===== src/rtl/front_panel_keys.sv =====
// front_panel_keys: synchronizes and debounces front-panel switches and keys, turns key presses into one-clock command pulses and steps the display select
module front_panel_keys #(
   parameter int TICK_DIV     = 50000,
   parameter int STABLE_TICKS = 8
) (
   input  logic        clk,
   input  logic        reset,
   input  logic [0:11] sr_raw,
   input  logic        halt_raw,
   input  logic        sstep_raw,
   input  logic [6:0]  key_raw,
   input  logic        run_ff,
   output logic [0:11] sr,
   output logic        halt_sw,
   output logic        sstep_sw,
   output logic        clear_p,
   output logic        addr_load_p,
   output logic        extd_load_p,
   output logic        dep_p,
   output logic        exam_p,
   output logic        cont_p,
   output logic [2:0]  dsel,
   output logic        sw_active
);
   localparam int N  = 21;
   localparam int PW = $clog2(TICK_DIV);

   typedef enum logic [1:0] {LOCKOUT, IDLE, HELD} state_t;

   state_t          state, nxt;
   logic [N-1:0]    s1, s2, deb;
   logic [3:0]      cnt [N];
   logic [PW-1:0]   pre;
   logic            tick, anydown, raw_held, active_nxt;
   logic [6:0]      keys, win, fire;

   assign tick     = pre == PW'(TICK_DIV - 1);
   assign sr       = deb[20:9];
   assign halt_sw  = deb[8];
   assign sstep_sw = deb[7];
   assign keys     = deb[6:0];
   assign anydown  = |keys;
   // a key still physically held (synced, not yet debounced) keeps the lockout engaged
   assign raw_held = |s2[6:0];

   // two-flop synchronizer for every raw input, left unreset so held levels survive reset
   always_ff @(posedge clk) begin
      s1 <= {sr_raw, halt_raw, sstep_raw, key_raw};
      s2 <= s1;
   end

   // debounce sample prescaler
   always_ff @(posedge clk) begin
      if (!reset) pre <= '0;
      else        pre <= tick ? '0 : pre + 1'b1;
   end

   // per-input debounce: accept a new level after STABLE_TICKS consecutive disagreeing ticks
   always_ff @(posedge clk) begin
      if (!reset) begin
         deb <= '0;
         for (int i = 0; i < N; i++) cnt[i] <= '0;
      end else if (tick) begin
         for (int i = 0; i < N; i++)
            if (s2[i] == deb[i]) cnt[i] <= '0;
            else if (cnt[i] == 4'(STABLE_TICKS - 1)) begin
               deb[i] <= s2[i];
               cnt[i] <= '0;
            end else cnt[i] <= cnt[i] + 4'd1;
      end
   end

   // key FSM state register
   always_ff @(posedge clk) begin
      if (!reset) state <= LOCKOUT;
      else        state <= nxt;
   end

   // key FSM next state
   always_comb begin
      nxt = state;
      if (state == LOCKOUT) nxt = (anydown || raw_held) ? LOCKOUT : IDLE;
      else                  nxt = anydown ? HELD : IDLE;
   end

   // winner selection and permission check; higher key index has priority
   always_comb begin
      win = '0;
      for (int i = 0; i < 7; i++) win = keys[i] ? 7'(1 << i) : win;
      fire       = (state == IDLE && (win[0] || !run_ff)) ? win : '0;
      active_nxt = nxt != IDLE;
   end

   // registered command pulses, activity flag and display-select stepping
   always_ff @(posedge clk) begin
      if (!reset) begin
         {clear_p, addr_load_p, extd_load_p, dep_p, exam_p, cont_p} <= '0;
         sw_active <= 1'b0;
         dsel      <= '0;
      end else begin
         {clear_p, addr_load_p, extd_load_p, dep_p, exam_p, cont_p} <= fire[6:1];
         sw_active <= active_nxt;
         if (fire[0]) dsel <= (dsel >= 3'd5) ? 3'd0 : dsel + 3'd1;
      end
   end
endmodule


===== config.mk =====
export PLATFORM = sky130hd
export DESIGN_NAME = front_panel_keys
export DESIGN_NICKNAME = d
export VERILOG_FILES = /design/src/rtl/front_panel_keys.sv
export SDC_FILE = /design/constraint.sdc
export NUM_CORES = 1
export LEC_CHECK = 0
export CAP_MARGIN = 20
export CORE_MARGIN = 2
export CORE_UTILIZATION = 63
export DETAILED_ROUTE_END_ITERATION = 10
export HOLD_SLACK_MARGIN = 0.15
export PLACE_DENSITY = 0.87
export SLEW_MARGIN = 25
export SYNTH_ARGS = -nofsm -noshare
export SYNTH_HDL_FRONTEND = slang
export SYNTH_SLANG_ARGS = --single-unit

===== constraint.sdc =====
create_clock -name clk -period 6.8 [get_ports clk]
set_input_delay 1.7 -clock clk [delete_from_list [all_inputs] [get_ports clk]]
set_output_delay 1.7 -clock clk [all_outputs]
set_load 0.01 [all_outputs]

Word-level counts from Yosys, hierarchy flattened

Memories as Yosys holds them, arrays and structs flattened.
Index checks and enable logic that the tools add are counted.

Flip-flop bits (word level): 91
RAM bits: 84
Bits of input ports: 24
Output and inout bits: 24
Logic and storage cells: 594
Memories: 1

Add/subtract/negate cells: 23
Order comparisons: 1
Equality and inequality tests: 45
Multiplexer cells: 370
Bitwise logic cells: 86
Reductions and logical operators: 35

Memory list:

| name | words | bits a word | rd ports | clocked after Yosys merged registers in | write ports | line | text |
|---|---|---|---|---|---|---|---|
| cnt  | 21    | 4           | 21       | 0                                       | 21          | 32   | `logic [3:0] cnt [N];` |

Operators with widths:

| operator                | count |
|---|---|
| $mux W1                 | 298 |
| $mux W4                 | 64 |
| $add A4 B1 Y4 const B   | 21 |
| $eq A4 B3 Y1 const B    | 21 |
| $or A1 B1 Y1            | 63 |
| $reduce_and A3 Y1       | 21 |
| $not A1 Y1              | 23 |
| $eq A1 B1 Y1            | 21 |
| $reduce_or A7 Y1        | 3 |
| $add A16 B1 Y16 const B | 1 |
| $eq A16 B16 Y1 const B  | 1 |
| $mux W7                 | 1 |
| $mux W2                 | 3 |
| $mux W3                 | 2 |
| $mux W6                 | 1 |
| $reduce_or A6 Y1        | 1 |
| $mux W5                 | 1 |
| $reduce_or A5 Y1        | 1 |
| $reduce_or A4 Y1        | 1 |
| $add A3 B1 Y3 const B   | 1 |
| $ge A3 B3 Y1 const B    | 1 |
| $reduce_or A3 Y1        | 1 |
| $eq A2 B1 Y1 const B    | 1 |
| $logic_not A2 Y1        | 1 |
| other kinds (6)         | 7 |

Logic depth before layout (Yosys ltp)

Depth after elaboration: 11
Mapped depth: 7

Least setup slack after synthesis

No wires, ideal clock.

Path kind: in2reg
From: input port reset
To: memory cnt[0][0], enable pin
Setup time: 385 ps
Arrival: 2470 ps
Data required time: 6415 ps
Setup slack: 3945 ps
Stages: 2
Cell sequence: nand2_2 -> buf_4

RTL lines:

| item        | line | text |
|---|---|---|
| from (decl) | 7    | `input logic reset,` |
| to (decl)   | 32   |  |

==> metrics <==
dpl hpwl=7890 um; CTS tree=yes; minimum clock period=3160 ps; Max-Cap Viols=0; mean post-synth cell area=11.7 sq um; Finished Core Util=73.6%; unrepaired setup endpoints after global routing=no; die width=111 um; Routed Antenna Nets=0; Hold Violations, Final=0; worst vdd ir=0.221 mV; mapped cell area=7270 sq um; vias per cell=5.65; antenna diode count=0; clock latency on the worst-skew pair=430 ps; DRC Markers=0; Synth Register Bits=175; list of most frequent post-synthesis cells=100 x nor2_1, 91 x dfxtp_1, 84 x edfxtp_1; post-synthesis cell type count=40; Main synth FF type=dfxtp_1; crit path max fanout=99; post-cts resize count=0; Min-Delay Path Class=register to register; antenna violations before repair=0; First-pass DRT Iterations=5; Port Buf Inserts=47; largest net degree at the start of global routing=100; Max Freq=0.316 GHz; Worst Path Required=6780 ps; core area=11300 sq um; Final #Nets=708; clock buffer depth=2; Cell Pwr Density=262 nW/um^2; largest stage delay on the critical path=660 ps; number of global-route vias before repair=4648; YS warnings=0; Setup-failing EPs final=0; Tcrit/Tclk final=46.5%; Mapped Cells=619; number of enable flip-flop cells after synthesis=84; Total Neg Setup Slack=0 ps; Synth area leader=edfxtp_1; placer congestion estimate=0.785; Yosys top cell area share=34.7%; routed len/inst=15.2 um; Post-CTS Hold Buffers=0; Congestion Overflow GR=0; reg2reg setup slack=3750 ps; via count=4609; GR Util All Layers=21.3%; fillers=744; crit path max-delay cell type=buf_4; max-slew violations=0; Setup WS pre-CTS=3210 ps; worst-margin pin slew=878 ps; Die Ht=111 um; Final Skew=7.04 ps; CTS buffer count=17; setup bufs post-CTS=0; Area Growth Syn to Fin=14.6%; critical path cell sequence=buf_2 -> buf_4 -> nand2_8; first-pass GRT wire length=21100 um; Slew headroom=41.5%; clock-pin slew on the worst setup and hold paths=60 ps; Seq/Total Area, Yosys=59.8%; status=finished clean; DR iter-0 viols=248; standard-cell row count=39; final worst slack=3640 ps; die area=12400 sq um; starting density of the core=64.2%; crit end category=register; WL final=12400 um; H-tree depth=4; Critical Setup Path Class=primary input to register; Synth Net Count=667; top cells by area, synth=edfxtp_1 35%, dfxtp_1 25%, xor2_1 5.7%, nor2_1 5.2%, ha_1 4.1%; layout cells sized above 1=7.88%; Sink Count=175; Root Buffer=clkbuf_16; CP Launch Type=primary input; Leak=3.10 nW; async set-reset flop share out of synthesis=0%; count leader, synth=nor2_1; I/O pins=48; crit path DAT=3140 ps
-- critical path: cells and delay by family --
family / cells / cell delay [ps]
buffers and inverters: 2 / 730
and+or+nand+nor: 1 / 640
-- stage by stage --
| step | hold WS (ps) | power (mW) | instances | instance area [sq um] |
|---|---|---|---|---|
| after CTS | 326 | 2.19 | 816 | 8330 |
| after detailed placement | 313 | 1.29 | 784 | 7770 |
| after floorplan | 310 | 1.25 | 619 | 7270 |
| final | 327 | 2.18 | 816 | 8330 |
| after global placement | 311 | 1.28 | 784 | 7760 |
| after global routing | 328 | 2.26 | 816 | 8330 |
-- cells by family after synthesis --
kind of cell | share of synthesized area [%]
buf+inv | 3.86
simple gates | 16.5
compound gates | 6.42
xor+xnor | 9.28
fa+ha+maj | 4.13
flops | 59.8
-- final cells by class --
| cell class | count | area [sq um] | area share (%) |
|---|---|---|---|
| timing repair buffer | 50 | 488 | 5.86 |
| inverter | 24 | 90.1 | 1.08 |
| tap | 143 | 179 | 2.15 |
| sequential | 175 | 4340 | 52.2 |
| clock buffer | 27 | 504 | 6.06 |
| multi-input combinational | 392 | 2670 | 32.0 |
| clock inverter | 5 | 55.1 | 0.661 |
-- final timing paths --
path,cells past startpoint,to,startpoint
worst max-delay path,3,cnt[2][3]$_SDFFCE_PN0P_,reset
worst max register to register,4,cnt[2][3]$_SDFFCE_PN0P_,pre[10]$_SDFF_PP0_
worst min register to register,0,s2[0]$_DFF_P_,s1[0]$_DFF_P_
worst min-delay path,0,s2[0]$_DFF_P_,s1[0]$_DFF_P_
-- registers in the layout (all words and copies together) (netlist names), 2 cells and up --
signal / flops
cnt: 84
pre: 16
deb: 21
state: 2
s2: 21
dsel: 3
s1: 21
-- where the power goes --
group / internal (mW) / switching (mW) / leakage (nW)
logic: 0.0437 / 0.0499 / 1.28
clock network: 0.544 / 0.367 / 0.268
registers: 1.14 / 0.0293 / 1.55
total: 1.73 / 0.446 / 3.10
-- cell usage in the layout, fill, tap and decap left out, types with 19 or more instances in the layout --
cell type	instances
nand3_1	28
xnor2_1	30
inv_1	24
nand4_1	25
xor2_1	47
nor2_1	100
ha_1	24
dfxtp_1	91
nand3b_1	23
nand2_1	30
edfxtp_1	84
o31ai_1	19
clkdlybuf4s50_1	46
-- layer usage --
layer / up-vias / part of all wire, % / GRT usage (%)
li1: 2270 / - / -
met1: 2245 / 44 / 25.6
met2: 74 / 51 / 36.1
met3: 20 / 3.6 / 6.64
met4: 0 / 1.8 / 8.48
met5: - / 0 / 0
(Power assumes the default switching activity.)
